<file path="config.mk">
export PLATFORM = sky130hd
export DESIGN_NAME = sfx_sequencer
export DESIGN_NICKNAME = d
export VERILOG_FILES = /design/src/rtl/sfx_sequencer.sv
export SDC_FILE = /design/constraint.sdc
export NUM_CORES = 1
export LEC_CHECK = 0
export ABC_AREA = 1
export BUFFER_PORTS_ARGS = -buffer_cell sky130_fd_sc_hd__buf_2
export CORE_MARGIN = 2
export CORE_UTILIZATION = 45
export DETAILED_ROUTE_END_ITERATION = 12
export GPL_TIMING_DRIVEN = 0
export PLACE_DENSITY = 0.69
export SLEW_MARGIN = 20
export SYNTH_ARGS = -nofsm -noshare
export SYNTH_HDL_FRONTEND = slang
export SYNTH_SLANG_ARGS = --single-unit
</file>
<file path="constraint.sdc">
create_clock -name clk -period 3.31 [get_ports clk]
set_input_delay 0.4965 -clock clk [delete_from_list [all_inputs] [get_ports clk]]
set_output_delay 0.4965 -clock clk [all_outputs]
set_load 0.01 [all_outputs]
</file>
<file path="src/rtl/sfx_sequencer.sv">
// ---------------------------------------------------------------------------
// sfx_sequencer
//
// Sound-effect sequencer sitting between the game logic and note_gen. Jump,
// land and game-over event toggles arrive from the pixel-clock domain, are
// synchronised here, and each event plays a short fixed melody from an
// internal note ROM. The block drives the half-period divider that note_gen
// turns into a square wave for speaker_control.
//
// Parameters:
//   CLK_HZ       system clock rate; ROM dividers are CLK_HZ/(2*f), truncated
//   TICK_CYCLES  clocks per duration tick (1 ms at 100 MHz by default)
//
// Ports:
//   clk        in   1   system clock
//   rst_n      in   1   asynchronous active-low reset
//   jump_tgl   in   1   jump event toggle (async, any transition = event)
//   land_tgl   in   1   land event toggle (async)
//   over_tgl   in   1   game-over event toggle (async)
//   mute       in   1   synchronous level; forces silence, timing unaffected
//   note_div   out  22  half-period divider, 22'd1 means silence
//   busy       out  1   high while a melody is in progress
//   sfx_id     out  2   0 none, 1 jump, 2 land, 3 game over
//
// Build option:
//   SFX_GAP_EN  when defined, a silent 10-tick gap separates consecutive
//               notes of a melody (GAP state). Undefined: notes play
//               back-to-back and the GAP state is not built.
// ---------------------------------------------------------------------------
module sfx_sequencer #(
    parameter int CLK_HZ      = 100_000_000,
    parameter int TICK_CYCLES = 100_000
) (
    input  logic        clk,
    input  logic        rst_n,
    input  logic        jump_tgl,
    input  logic        land_tgl,
    input  logic        over_tgl,
    input  logic        mute,
    output logic [21:0] note_div,
    output logic        busy,
    output logic [1:0]  sfx_id
);

    // Prescaler width; at least one bit so TICK_CYCLES = 1 still elaborates.
    localparam int PW = (TICK_CYCLES > 1) ? $clog2(TICK_CYCLES) : 1;
    localparam logic [PW-1:0] PRESC_LAST = PW'(TICK_CYCLES - 1);
    localparam logic [8:0]    GAP_TICKS  = 9'd10;

    localparam logic [1:0] ID_NONE = 2'd0;
    localparam logic [1:0] ID_JUMP = 2'd1;
    localparam logic [1:0] ID_LAND = 2'd2;
    localparam logic [1:0] ID_OVER = 2'd3;

    localparam logic [21:0] DIV_SILENT = 22'd1;
    localparam logic [21:0] DIV_C5     = 22'(CLK_HZ / (2 * 523));
    localparam logic [21:0] DIV_E5     = 22'(CLK_HZ / (2 * 659));
    localparam logic [21:0] DIV_G4     = 22'(CLK_HZ / (2 * 392));
    localparam logic [21:0] DIV_E4     = 22'(CLK_HZ / (2 * 330));
    localparam logic [21:0] DIV_D4     = 22'(CLK_HZ / (2 * 294));
    localparam logic [21:0] DIV_C4     = 22'(CLK_HZ / (2 * 262));

    typedef enum logic [1:0] {
        IDLE = 2'd0,
        PLAY = 2'd1
`ifdef SFX_GAP_EN
        ,
        GAP  = 2'd2
`endif
    } state_t;

    // Note ROM: divider per (melody, note index).
    function automatic logic [21:0] romDiv(input logic [1:0] id, input logic [1:0] idx);
        logic [21:0] d;
        d = DIV_SILENT;
        case (id)
            ID_JUMP: d = (idx == 2'd0) ? DIV_C5 : DIV_E5;
            ID_LAND: d = DIV_G4;
            ID_OVER: begin
                case (idx)
                    2'd0:    d = DIV_E4;
                    2'd1:    d = DIV_D4;
                    default: d = DIV_C4;
                endcase
            end
            default: d = DIV_SILENT;
        endcase
        return d;
    endfunction

    // Note ROM: duration in ticks per (melody, note index).
    function automatic logic [8:0] romDur(input logic [1:0] id, input logic [1:0] idx);
        logic [8:0] t;
        t = 9'd1;
        case (id)
            ID_JUMP: t = 9'd40;
            ID_LAND: t = 9'd30;
            ID_OVER: t = (idx == 2'd2) ? 9'd300 : 9'd150;
            default: t = 9'd1;
        endcase
        return t;
    endfunction

    // Note ROM: number of notes in each melody.
    function automatic logic [1:0] romLen(input logic [1:0] id);
        logic [1:0] n;
        n = 2'd1;
        case (id)
            ID_JUMP: n = 2'd2;
            ID_LAND: n = 2'd1;
            ID_OVER: n = 2'd3;
            default: n = 2'd1;
        endcase
        return n;
    endfunction

    logic [2:0]    sync0_q;
    logic [2:0]    sync1_q;
    logic [2:0]    prev_q;
    logic [1:0]    armCnt_q;
    logic          armed;
    logic [2:0]    ev;
    logic [1:0]    evId;
    logic          start;

    state_t        state_q, state_d;
    logic [1:0]    melody_q, melody_d;
    logic [1:0]    note_q, note_d;
    logic [PW-1:0] presc_q, presc_d;
    logic [8:0]    dur_q, dur_d;
    logic          tickWrap;
    logic [8:0]    durNext;
    logic [1:0]    noteNext;

    logic [21:0]   noteDiv_q, noteDiv_d;
    logic          busy_q, busy_d;
    logic [1:0]    sfxId_q, sfxId_d;

    // Two-flop synchronisers plus a previous-value register per toggle,
    // packed as {over, land, jump}. The arm counter blanks strobes until the
    // chain has refilled after reset, so a toggle that sits at 1 through
    // reset is not mistaken for a fresh event when reset releases.
    always_ff @(posedge clk or negedge rst_n) begin
        if (!rst_n) begin
            sync0_q  <= 3'b000;
            sync1_q  <= 3'b000;
            prev_q   <= 3'b000;
            armCnt_q <= 2'd0;
        end else begin
            sync0_q <= {over_tgl, land_tgl, jump_tgl};
            sync1_q <= sync0_q;
            prev_q  <= sync1_q;
            if (armCnt_q != 2'd3) begin
                armCnt_q <= armCnt_q + 2'd1;
            end
        end
    end

    assign armed = (armCnt_q == 2'd3);
    assign ev    = (sync1_q ^ prev_q) & {3{armed}};

    // Only the highest-priority strobe of a cycle is considered; equal or
    // higher priority than the playing melody restarts, lower is dropped.
    // melody_q is zero while idle, so any strobe starts from IDLE.
    always_comb begin
        evId = ID_NONE;
        if (ev[2]) begin
            evId = ID_OVER;
        end else if (ev[1]) begin
            evId = ID_LAND;
        end else if (ev[0]) begin
            evId = ID_JUMP;
        end
    end

    assign start    = (evId != ID_NONE) && (evId >= melody_q);
    assign tickWrap = (presc_q == PRESC_LAST);
    assign durNext  = dur_q + 9'd1;
    assign noteNext = note_q + 2'd1;

    // Sequencer state register.
    always_ff @(posedge clk or negedge rst_n) begin
        if (!rst_n) begin
            state_q  <= IDLE;
            melody_q <= ID_NONE;
            note_q   <= 2'd0;
            presc_q  <= '0;
            dur_q    <= 9'd0;
        end else begin
            state_q  <= state_d;
            melody_q <= melody_d;
            note_q   <= note_d;
            presc_q  <= presc_d;
            dur_q    <= dur_d;
        end
    end

    // Next-state logic. The prescaler and duration counter run in every
    // non-idle state and are cleared whenever a note or gap ends, so each
    // segment lasts exactly its tick count times TICK_CYCLES clocks. An
    // accepted strobe overrides everything and lands on note 0 in PLAY.
    always_comb begin
        state_d  = state_q;
        melody_d = melody_q;
        note_d   = note_q;
        presc_d  = presc_q;
        dur_d    = dur_q;

        if (state_q != IDLE) begin
            if (tickWrap) begin
                presc_d = '0;
                dur_d   = durNext;
            end else begin
                presc_d = presc_q + PW'(1);
            end
        end

        case (state_q)
            PLAY: begin
                if (tickWrap && (durNext == romDur(melody_q, note_q))) begin
                    presc_d = '0;
                    dur_d   = 9'd0;
                    if (noteNext < romLen(melody_q)) begin
`ifdef SFX_GAP_EN
                        state_d = GAP;
`else
                        note_d  = noteNext;
`endif
                    end else begin
                        state_d  = IDLE;
                        melody_d = ID_NONE;
                        note_d   = 2'd0;
                    end
                end
            end
`ifdef SFX_GAP_EN
            GAP: begin
                if (tickWrap && (durNext == GAP_TICKS)) begin
                    state_d = PLAY;
                    note_d  = noteNext;
                    presc_d = '0;
                    dur_d   = 9'd0;
                end
            end
`endif
            default: begin
            end
        endcase

        if (start) begin
            state_d  = PLAY;
            melody_d = evId;
            note_d   = 2'd0;
            presc_d  = '0;
            dur_d    = 9'd0;
        end
    end

    // Outputs are computed from the next state so they change on the same
    // edge as the state itself; busy and the divider drop together at the
    // end of the last note.
    always_comb begin
        busy_d    = (state_d != IDLE);
        sfxId_d   = melody_d;
        noteDiv_d = DIV_SILENT;
        if ((state_d == PLAY) && !mute) begin
            noteDiv_d = romDiv(melody_d, note_d);
        end
    end

    // Registered outputs.
    always_ff @(posedge clk or negedge rst_n) begin
        if (!rst_n) begin
            noteDiv_q <= DIV_SILENT;
            busy_q    <= 1'b0;
            sfxId_q   <= ID_NONE;
        end else begin
            noteDiv_q <= noteDiv_d;
            busy_q    <= busy_d;
            sfxId_q   <= sfxId_d;
        end
    end

    assign note_div = noteDiv_q;
    assign busy     = busy_q;
    assign sfx_id   = sfxId_q;

endmodule

</file>
Yosys cells after proc, flatten, opt, wreduce, memory -nomap -nowiden
Index checks and enable logic that the tools add are counted.

word-level totals
  bits in registers = 66
  bits of input ports = 6

operators by class
  $add $sub $neg = 4
  $lt $le $gt $ge = 2
  equality and inequality tests = 14
  muxes and demuxes = 35
  bitwise logic cells = 2
  reduce and logical (&&, ||, !) cells = 8

operators with widths
  cell                                                             count
  17-bit 2-to-1 mux                                                5
  9-bit 2-to-1 mux                                                 7
  18-bit case mux with 3 select lines                              1
  2-bit 2-to-1 mux                                                 16
  16-bit case mux with 2 select lines                              1
  9-bit case mux with 3 select lines                               1
  18-bit 2-to-1 mux                                                1
  17-bit by 1-bit adder with 17-bit output, second input constant  1
  17-bit == test, second input constant                            1
  15-bit 2-to-1 mux                                                1
  2-bit == test, second input constant                             6
  2-bit by 1-bit == test with 1-bit output, second input constant  5
  9-bit by 1-bit adder with 9-bit output, second input constant    1
  9-bit == test                                                    1
  2-bit nonzero test                                               3
  2-bit by 1-bit adder with 2-bit output, second input constant    2
  2-bit case mux with 2 select lines                               1
  3-bit bitwise AND                                                1
  1-bit logical AND                                                3
  3-bit XOR                                                        1
  2-bit >= comparator                                              1
  2-bit logical NOT                                                1
  2-bit < comparator                                               1
  2-bit != test, second input constant                             1
  2 further kinds                                                  2

Depth between registers and ports, before layout
Gate-level depths: netlist of the first run.

  depth in word-level cells = 17
  gate-level depth with buffers = 18

Worst setup path before layout of the first run
Ideal clock, no wire load.

  path kind = reg2reg
  start = register armCnt_q[0]
  end = register noteDiv_q[10], in the netlist note_div[10]
  library setup time = 0.077 ns
  data arrival time = 2.775 ns
  required time = 3.233 ns
  slack = 0.457 ns
  cell stages (with the launch flop) = 17
  path buffers = 1
  period minus slack after synthesis = 2.853 ns
  path through = dfrtp_1 ha_1 a21boi_1 o21ai_1 a21boi_0 ha_1 o21ai_0 nand2_1 o21ai_2 buf_4 nand3_1 nand2_2 inv_1 ha_1 nor2_4 inv_2 a21oi_1

RTL lines
  what                                                                       line  RTL
  start: declaration                                                         120   logic [1:0] armCnt_q;
  start signal: assignment                                                   154   armCnt_q <= armCnt_q + 2'd1;
  2-bit == test (*)                                                          159   assign armed = (armCnt_q == 2'd3);
  3-bit bitwise AND (*)                                                      160   assign ev = (sync1_q ^ prev_q) & {3{armed}};
  1-bit 2-to-1 mux                                                           171   end else if (ev[0]) begin
  2-bit 2-to-1 mux                                                           169   end else if (ev[1]) begin
  2-bit 2-to-1 mux (*)                                                       167   if (ev[2]) begin
  2-bit >= comparator or 2-bit nonzero test (tied branches)                  176   assign start = (evId != ID_NONE) && (evId >= melody_q);
  1-bit logical AND                                                          176
  2-bit 2-to-1 mux (*)                                                       250   if (start) begin
  via melody_d[1]                                                            127   logic [1:0] melody_q, melody_d;
  2-bit == test or 2-bit by 1-bit == test with 1-bit output (tied branches)  76    case (id)
  18-bit case mux with 3 select lines (*)                                    76
  18-bit 2-to-1 mux (*)                                                      266   if ((state_d == PLAY) && !mute) begin
  via noteDiv_d[10]                                                          135   logic [21:0] noteDiv_q, noteDiv_d;
  end signal: assignment                                                     278   noteDiv_q <= noteDiv_d;
  end: declaration                                                           135

The timed path passes the listed nets; every way through them passes the cells marked *.
A chain may end at the register's enable or synchronous reset.

Worst setup path in the final report of the first run
  start = register armCnt_q[0]
  end = register noteDiv_q[11], in the netlist note_div[11]

Same word-level chain as after synthesis.

==> results of run 1 <==
how the worst min path moves through the flow:
stage | slack, ps | start | endpoint | cells after the start
finish | 210 | rst_n | dur_q[3]$_DFF_PN0_ | 1
global route | 250 | jump_tgl | sync0_q[0]$_DFF_PN0_ | 1
detailed placement | 330 | sync0_q[0]$_DFF_PN0_ | sync1_q[0]$_DFF_PN0_ | 0
floorplan | 200 | rst_n | armCnt_q[0]$_DFFE_PN0N_ | 0
CTS | 240 | rst_n | dur_q[2]$_DFF_PN0_ | 1
global placement | 330 | sync0_q[2]$_DFF_PN0_ | sync1_q[2]$_DFF_PN0_ | 0
layer usage:
metal | up-vias | wire (um) | track usage (%)
li1 | 1401 | - | -
met1 | 1316 | 3249 | 22.16
met3 | 14 | 257 | 3.651
met4 | 0 | 125 | 7.828
met2 | 35 | 3465 | 31.68
met5 | - | 0 | 0
worst reg2reg max path: stages, from the launching register on:
cell and delay [ps]:
dfrtp_1 400, ha_1 270, a21boi_1 150, o21ai_1 110, a21boi_2 240, ha_1 250, o21ai_0 160, nand2_1 100
o21ai_2 120, buf_6 210, nand3_1 110, nand2_2 140, inv_1 90, ha_1 220, nor2_4 180, inv_2 80
a21oi_1 150
cells by family after synthesis:
logic type / count (synthesis) / share of synthesized area (%)
muxes: 1 / 0.3262
DFF: 58 / 42.08
and+or+nand+nor: 231 / 35.70
AOI/OAI and AO/OA: 36 / 6.162
other: 1 / 0.1086
adders and majority gates: 12 / 4.349
buffers and inverters: 71 / 8.988
xor gates and xnor gates: 9 / 2.284
repair_timing:
| action | in CTS | in global routing |
|---|---|---|
| hold endpoints to repair | 0 | 0 |
| gates cloned | 0 | 0 |
| resized for setup | 1 | 2 |
| pin swaps | 0 | 0 |
| setup endpoints to repair | 1 | 8 |
cell type report:
| type | instances | area (um2) | area share [%] |
|---|---|---|---|
| Clock buffer | 11 | 151.4 | 3.841 |
| Inverter | 59 | 222.7 | 5.651 |
| Timing Repair Buffer | 26 | 132.6 | 3.365 |
| Buffer | 12 | 91.34 | 2.317 |
| Multi-Input combinational cell | 293 | 1704 | 43.24 |
| Tap cell | 99 | 123.9 | 3.143 |
| Sequential cell | 58 | 1453 | 36.86 |
| Clock inverter | 5 | 62.56 | 1.587 |
power by group through the flow:
| stage | sequential (mW) | clock, mW | combinational, mW |
|---|---|---|---|
| final | 0.866 | 0.693 | 1.06 |
| after global placement | 0.876 | 0 | 1.04 |
| after detailed placement | 0.879 | 0 | 1.06 |
| after global routing | 0.877 | 0.745 | 1.19 |
| after CTS | 0.866 | 0.712 | 1.07 |
| after floorplan | 0.914 | 0 | 0.734 |
flip-flops by register name, indices dropped and copies added (netlist names):
name	flops
sfx_id	2
sync1_q	3
dur_q	9
busy	1
armCnt_q	2
state_q	2
presc_q	17
note_div	14
note_q	2
prev_q	3
sync0_q	3
cells in the final DEF, fill, tap and decap left out, types with 5 or more instances in the layout:
master    instances
nand2_1          87
a211oi_1          6
nand2_2          18
a21oi_1          14
o21ai_0           7
inv_2             5
ha_1             12
nand4_1           6
inv_1            53
clkbuf_8         11
nor2_1           50
nand3_1          31
dfrtp_1          57
nand2_4           6
buf_2            26
xor2_1            8
buf_4             9
nand3_2           7
through the flow:
stage | power [mW] | setup slack, ps
global route | 2.808 | 34.76
CTS | 2.644 | 74.42
floorplan | 1.648 | 457.1
global placement | 1.912 | 158.2
detailed placement | 1.940 | 19.45
finish | 2.622 | 225.7
==> metrics.txt, run 1 <==
# TYPE chip_impl_metric gauge
chip_impl_metric{name="combPwrFrac",unit="%"} 40.5
chip_impl_metric{name="post_synth.cell_area_avg",unit="um2"} 8.239
chip_impl_metric{name="detailed_place.area",unit="um2"} 3720
chip_impl_metric{name="row_cnt",unit=""} 31
chip_impl_metric{name="diodes",unit=""} 0
chip_impl_metric{name="numPortBuffers",unit=""} 26
chip_impl_metric{name="synth_edf_count",unit=""} 0
chip_impl_metric{name="power.net_switching",unit="mW"} 1.047
chip_impl_metric{name="clock-sinks",unit=""} 58
chip_impl_metric{name="final-hold-violation-count",unit=""} 0
chip_impl_metric{name="final.min_clock_period",unit="ps"} 3084
chip_impl_metric{name="gp_congestion",unit=""} 0.8788
chip_impl_metric{name="n_fill_cell",unit=""} 666
chip_impl_info{name="synth_commonest_cells",value="nand2_1, dfrtp_1, inv_1"} 1
chip_impl_metric{name="drt-vias-per-instance",unit=""} 4.913
chip_impl_metric{name="finalNonFillerCells",unit=""} 563
chip_impl_metric{name="core_region_area",unit="um2"} 7331
chip_impl_metric{name="cts.clk_slew.worst_paths",unit="ps"} 70
chip_impl_metric{name="final.hold.worst_slack",unit="ps"} 209.7
chip_impl_metric{name="post_cts_hold_buffers",unit=""} 0
chip_impl_metric{name="finalCritPeriodShare",unit="%"} 93.18
chip_impl_metric{name="slew_violations",unit=""} 0
chip_impl_info{name="cp_common_cell",value="ha_1"} 1
chip_impl_metric{name="max-clock-path-buffers",unit=""} 2
chip_impl_metric{name="finish.utilization",unit="%"} 53.76
chip_impl_metric{name="sequential_power_share",unit="%"} 33.0
chip_impl_metric{name="globalRouteOverflowTotal",unit=""} 0
chip_impl_metric{name="start_util",unit="%"} 47.09
chip_impl_metric{name="wl_per_cell",unit="um"} 12.60
chip_impl_info{name="crit_path_start",value="armCnt_q[0]$_DFFE_PN0N_"} 1
chip_impl_metric{name="maxCapViolCount",unit=""} 0
chip_impl_metric{name="yosys_register_bits",unit=""} 58
chip_impl_metric{name="max-slew-margin-rel",unit="%"} 52.43
chip_impl_metric{name="synthDominantCellAreaShare",unit="%"} 41.32
chip_impl_metric{name="place_hpwl",unit="um"} 5187
chip_impl_info{name="min-delay-path-class",value="primary input to asynchronous set/reset pin"} 1
chip_impl_metric{name="placedCellCount",unit=""} 547
chip_impl_metric{name="area_growth_syn_to_layout",unit="%"} 14.17
chip_impl_metric{name="grt_pass1_wl",unit="um"} 12300
chip_impl_metric{name="grt_antenna_before_repair",unit=""} 0
chip_impl_metric{name="cts_htree_levels",unit=""} 3
chip_impl_metric{name="largest_net_degree_at_the_start_of_global_routing",unit=""} 59
chip_impl_metric{name="fin_worst_skew",unit="ps"} 9.362
chip_impl_metric{name="dieArea",unit="um2"} 8388
chip_impl_metric{name="stdcell_area",unit="um2"} 3941
chip_impl_metric{name="via_count_of_the_first_global_routing_pass",unit=""} 2809
chip_impl_metric{name="asyncSetResetFlopFracSynth",unit="%"} 100.0
chip_impl_metric{name="final_sum_of_negative_setup_slack",unit="ps"} 0
chip_impl_metric{name="iteration_0_drc_markers",unit=""} 112
chip_impl_info{name="cell_with_the_most_instances_after_synthesis",value="nand2_1"} 1
chip_impl_metric{name="postSynthCellCount",unit=""} 419
chip_impl_metric{name="synth.distinct_cells",unit=""} 42
chip_impl_info{name="critical_path_class",value="flip-flop to flip-flop"} 1
chip_impl_info{name="setup.worst_path.start_class",value="flip-flop"} 1
chip_impl_info{name="clockRootBuffer",value="clkbuf_8"} 1
chip_impl_metric{name="synth_sequential_area_ratio",unit="%"} 42.08
chip_impl_info{name="cts_tree",value="done"} 1
chip_impl_metric{name="cp_num_cells",unit=""} 16
chip_impl_info{name="grt_setup_unrepaired",value="no"} 1
chip_impl_metric{name="fmax",unit="MHz"} 324.2
chip_impl_metric{name="worstSkewPairLatency",unit="ps"} 350
chip_impl_metric{name="power.ir.vdd_worst",unit="mV"} 0.4417
chip_impl_metric{name="power.leakage",unit="nW"} 1.951
chip_impl_info{name="synthFlopType",value="dfrtp_1"} 1
chip_impl_metric{name="die_width",unit="um"} 91.59
chip_impl_metric{name="drt_wl_total",unit="um"} 7096
chip_impl_metric{name="ys.warnings.count",unit=""} 0
chip_impl_metric{name="worst_path_largest_cell_delay",unit="ps"} 400
chip_impl_metric{name="post_synth_instance_area",unit="um2"} 3452
chip_impl_metric{name="switching_share",unit="%"} 39.94
chip_impl_metric{name="crit_required",unit="ps"} 3570
chip_impl_info{name="worstPathCellList",value="ha_1 > a21boi_1 > o21ai_1 > a21boi_2 > ha_1 > o21ai_0 > nand2_1 > o21ai_2 > buf_6 > nand3_1 > nand2_2 > inv_1 > ha_1 > nor2_4 > inv_2 > a21oi_1"} 1
chip_impl_metric{name="crit_buf_inv",unit=""} 3
chip_impl_metric{name="timing.critical_path.arrival",unit="ps"} 3340
chip_impl_metric{name="share_of_post_route_cells_with_drive_strength_above_1",unit="%"} 23.92
chip_impl_metric{name="cts_buffers",unit=""} 9
chip_impl_metric{name="final_net_count",unit=""} 477
chip_impl_metric{name="route.detailed.drc",unit=""} 0
chip_impl_metric{name="io-pin-count",unit=""} 31
chip_impl_metric{name="dr_total_vias",unit=""} 2766
chip_impl_info{name="timing.rr.start",value="armCnt_q[0]$_DFFE_PN0N_"} 1
chip_impl_metric{name="r2r_slack",unit="ps"} 230
chip_impl_metric{name="timing_worst_slew_pin_value",unit="ps"} 713.6
chip_impl_info{name="worstReg2RegEnd",value="note_div[11]$_DFF_PN0_"} 1
chip_impl_info{name="setup.worst_path.end",value="note_div[11]$_DFF_PN0_"} 1
chip_impl_metric{name="post_cts_buffers",unit=""} 0
chip_impl_metric{name="track_usage",unit="%"} 18.36
chip_impl_info{name="critical_path_top_delay_cell",value="dfrtp_1"} 1
chip_impl_metric{name="setup_viol",unit=""} 0
chip_impl_metric{name="detail_route.first_pass.iterations",unit=""} 4
chip_impl_info{name="status",value="finished, final reports clean"} 1
chip_impl_metric{name="antenna_violating_nets_post_route",unit=""} 0
chip_impl_metric{name="die_h",unit="um"} 91.59
chip_impl_info{name="yosys.area.top_type",value="dfrtp_1"} 1
chip_impl_info{name="kind_of_capture_point_of_the_worst_setup_path",value="flip-flop"} 1
chip_impl_info{name="crit_family",value="compound AO/OA/AOI/OAI gates"} 1
chip_impl_metric{name="power.clock.fraction",unit="%"} 26.4
chip_impl_metric{name="pwr_density_cell",unit="nW/um2"} 665.2
chip_impl_metric{name="reg2regPathDepth",unit=""} 16
chip_impl_metric{name="internal_power_consumption",unit="mW"} 1.575
chip_impl_metric{name="worstPathMaxFanout",unit=""} 10
chip_impl_info{name="synth_top_cells_by_area",value="dfrtp_1, nand2_1, inv_1"} 1
(Power assumes the default switching activity.)
==> run 2, diff against run 1 <==
--- a/config.mk
+++ b/config.mk
@@ -7,11 +7,12 @@
 export LEC_CHECK = 0
 export ABC_AREA = 1
 export BUFFER_PORTS_ARGS = -buffer_cell sky130_fd_sc_hd__buf_2
+export CAP_MARGIN = 25
 export CORE_MARGIN = 2
-export CORE_UTILIZATION = 45
+export CORE_UTILIZATION = 57
 export DETAILED_ROUTE_END_ITERATION = 12
 export GPL_TIMING_DRIVEN = 0
-export PLACE_DENSITY = 0.69
+export PLACE_DENSITY = 0.83
 export SLEW_MARGIN = 20
 export SYNTH_ARGS = -nofsm -noshare
 export SYNTH_HDL_FRONTEND = slang
==> run 2 against run 1 <==
- sequential power about the same
- clock skew shrank 4.1 ps
- fmax up 1.4%
- combinational power is essentially flat
- flip-flop and latch count stayed put
- register-to-register slack improved by 40 ps
- critical endpoint unchanged
- largest power group unchanged
==> metrics.txt, run 2 (synthesized netlist as in run 1, its figures left out) <==
# TYPE chip_impl_metric gauge
chip_impl_info{name="status",value="finished, final reports clean"} 1
chip_impl_metric{name="core_region_area",unit="um2"} 5886
chip_impl_metric{name="numPortBuffers",unit=""} 26
chip_impl_metric{name="cts_htree_levels",unit=""} 3
chip_impl_metric{name="dr_total_vias",unit=""} 2804
chip_impl_metric{name="drt_wl_total",unit="um"} 6792
chip_impl_metric{name="setup_viol",unit=""} 0
chip_impl_info{name="layout.cells.most_common_list",value="nand2_1, dfrtp_1, inv_1"} 1
chip_impl_metric{name="die_h",unit="um"} 81.82
chip_impl_info{name="clockRootBuffer",value="clkbuf_8"} 1
chip_impl_metric{name="diodes",unit=""} 0
chip_impl_metric{name="grt_antenna_before_repair",unit=""} 0
chip_impl_metric{name="final_net_count",unit=""} 477
chip_impl_metric{name="timing.critical_path.arrival",unit="ps"} 3300
chip_impl_metric{name="placedCellCount",unit=""} 523
chip_impl_metric{name="detail_route.first_pass.iterations",unit=""} 5
chip_impl_metric{name="start_util",unit="%"} 58.65
chip_impl_metric{name="finalCritPeriodShare",unit="%"} 91.94
chip_impl_metric{name="area_growth_syn_to_layout",unit="%"} 12.87
chip_impl_info{name="setup.worst_path.start_class",value="flip-flop"} 1
chip_impl_metric{name="final_sum_of_negative_setup_slack",unit="ps"} 0
chip_impl_metric{name="track_usage",unit="%"} 22.81
chip_impl_metric{name="via_count_of_the_first_global_routing_pass",unit=""} 2692
chip_impl_info{name="max_flop_register",value="presc_q"} 1
chip_impl_metric{name="row_cnt",unit=""} 28
chip_impl_metric{name="final.hold.worst_slack",unit="ps"} 199.9
chip_impl_metric{name="grt_pass1_wl",unit="um"} 11690
chip_impl_metric{name="n_fill_cell",unit=""} 476
chip_impl_metric{name="die_width",unit="um"} 81.82
chip_impl_metric{name="cts.clk_slew.worst_paths",unit="ps"} 70
chip_impl_metric{name="fin_worst_skew",unit="ps"} 5.271
chip_impl_metric{name="timing_worst_slew_pin_value",unit="ps"} 725.9
chip_impl_metric{name="max-clock-path-buffers",unit=""} 2
chip_impl_metric{name="post_cts_buffers",unit=""} 0
chip_impl_metric{name="maxCapViolCount",unit=""} 0
chip_impl_metric{name="power.ir.vdd_worst",unit="mV"} 0.5216
chip_impl_metric{name="io-pin-count",unit=""} 31
chip_impl_metric{name="post_cts_hold_buffers",unit=""} 0
chip_impl_info{name="commonest_non_fill_non_tap_cell_in_the_layout",value="nand2_1"} 1
chip_impl_metric{name="worstSkewPairLatency",unit="ps"} 340
chip_impl_metric{name="power.leakage",unit="nW"} 1.951
chip_impl_metric{name="largest_reg_flops",unit=""} 17
chip_impl_metric{name="finalNonFillerCells",unit=""} 539
chip_impl_metric{name="fmax",unit="MHz"} 328.6
chip_impl_metric{name="max-slew-margin-rel",unit="%"} 51.61
chip_impl_metric{name="dieArea",unit="um2"} 6695
chip_impl_info{name="grt_setup_unrepaired",value="no"} 1
chip_impl_metric{name="place_hpwl",unit="um"} 4954
chip_impl_metric{name="antenna_violating_nets_post_route",unit=""} 0
chip_impl_info{name="kind_of_capture_point_of_the_worst_setup_path",value="flip-flop"} 1
chip_impl_metric{name="clock-sinks",unit=""} 58
chip_impl_metric{name="worstPathMaxFanout",unit=""} 10
chip_impl_metric{name="iteration_0_drc_markers",unit=""} 184
chip_impl_info{name="min-delay-path-class",value="primary input to asynchronous set/reset pin"} 1
chip_impl_metric{name="share_of_post_route_cells_with_drive_strength_above_1",unit="%"} 23.92
chip_impl_metric{name="r2r_slack",unit="ps"} 270
chip_impl_metric{name="route.detailed.drc",unit=""} 0
chip_impl_metric{name="globalRouteOverflowTotal",unit=""} 0
chip_impl_metric{name="final-hold-violation-count",unit=""} 0
chip_impl_metric{name="cts_buffers",unit=""} 9
chip_impl_metric{name="final.min_clock_period",unit="ps"} 3043
chip_impl_metric{name="pwr_density_cell",unit="nW/um2"} 662.0
chip_impl_metric{name="wl_per_cell",unit="um"} 12.60
chip_impl_metric{name="totalPowerFinal",unit="mW"} 2.579
chip_impl_info{name="critical_path_class",value="flip-flop to flip-flop"} 1
chip_impl_info{name="cts_tree",value="done"} 1
chip_impl_metric{name="slew_violations",unit=""} 0
chip_impl_metric{name="drt-vias-per-instance",unit=""} 5.202
chip_impl_metric{name="largest_net_degree_at_the_start_of_global_routing",unit=""} 59
chip_impl_metric{name="crit_required",unit="ps"} 3570
chip_impl_metric{name="gp_congestion",unit=""} 0.8926
==> run 2: cell count changes in the layout (fill, tap and decap cells not counted) <==
cell        previous run  this run
buf_4                  9        10
clkinvlp_4             2         1
inv_6                  0         1
clkinv_2               1         3
clkbuf_8              11        10
clkinv_4               2         1
buf_6                  2         1
==> run 2: cell type report <==
cell class	instances	area [um2]	share of cell area, %
Inverter	59	222.7	5.716
Tap cell	75	93.84	2.408
Timing Repair Buffer	26	132.6	3.404
Clock inverter	6	65.06	1.670
Buffer	12	87.58	2.248
Multi-Input combinational cell	293	1704	43.74
Sequential cell	58	1453	37.28
Clock buffer	10	137.6	3.532
==> run 2: worst max-delay path: stages (launching register included) <==
cell	delay [ps]
dfrtp_1	400
ha_1	270
a21boi_1	150
o21ai_1	110
a21boi_2	230
ha_1	250
o21ai_0	150
nand2_1	100
o21ai_2	110
buf_4	250
nand3_1	110
nand2_2	140
inv_1	110
ha_1	220
nor2_4	160
inv_2	80
a21oi_1	130
==> run 2: per-layer routing <==
| metal | share of wire, % | global-route usage, % |
|---|---|---|
| met5 | 0 | 0 |
| met4 | 1.7 | 9.167 |
| met3 | 4.9 | 4.835 |
| met2 | 50 | 38.13 |
| met1 | 43 | 28.84 |
==> run 2: per-stage QoR <==
step	setup slack, ps	instance area (um2)	utilization [%]
floorplan	457.1	3463	-
global placement	169.5	3687	62.65
detailed placement	128.0	3690	62.69
CTS	64.37	3892	66.14
global route	4.162	3896	66.20
finish	266.9	3896	66.20
==> run 2: timing repair <==
action	CTS	global route
hold endpoints to repair	0	0
setup endpoints to repair	0	11
gates resized for setup	0	2
==> run 2: path summary, 6_finish.rpt <==
path,from,endpoint,cells after the start
setup / recovery,armCnt_q[0]$_DFFE_PN0N_,note_div[11]$_DFF_PN0_,16
hold / removal,rst_n,dur_q[5]$_DFF_PN0_,1
setup reg to reg,armCnt_q[0]$_DFFE_PN0N_,note_div[11]$_DFF_PN0_,16
hold reg to reg,sync0_q[0]$_DFF_PN0_,sync1_q[0]$_DFF_PN0_,0
max in group asynchronous,rst_n,prev_q[0]$_DFF_PN0_,1
min in group clk,over_tgl,sync0_q[2]$_DFF_PN0_,1
==> run 2: power by group <==
group | internal (mW) | switching [mW]
sequential | 0.811 | 0.0547
combinational | 0.368 | 0.678
clock | 0.369 | 0.298
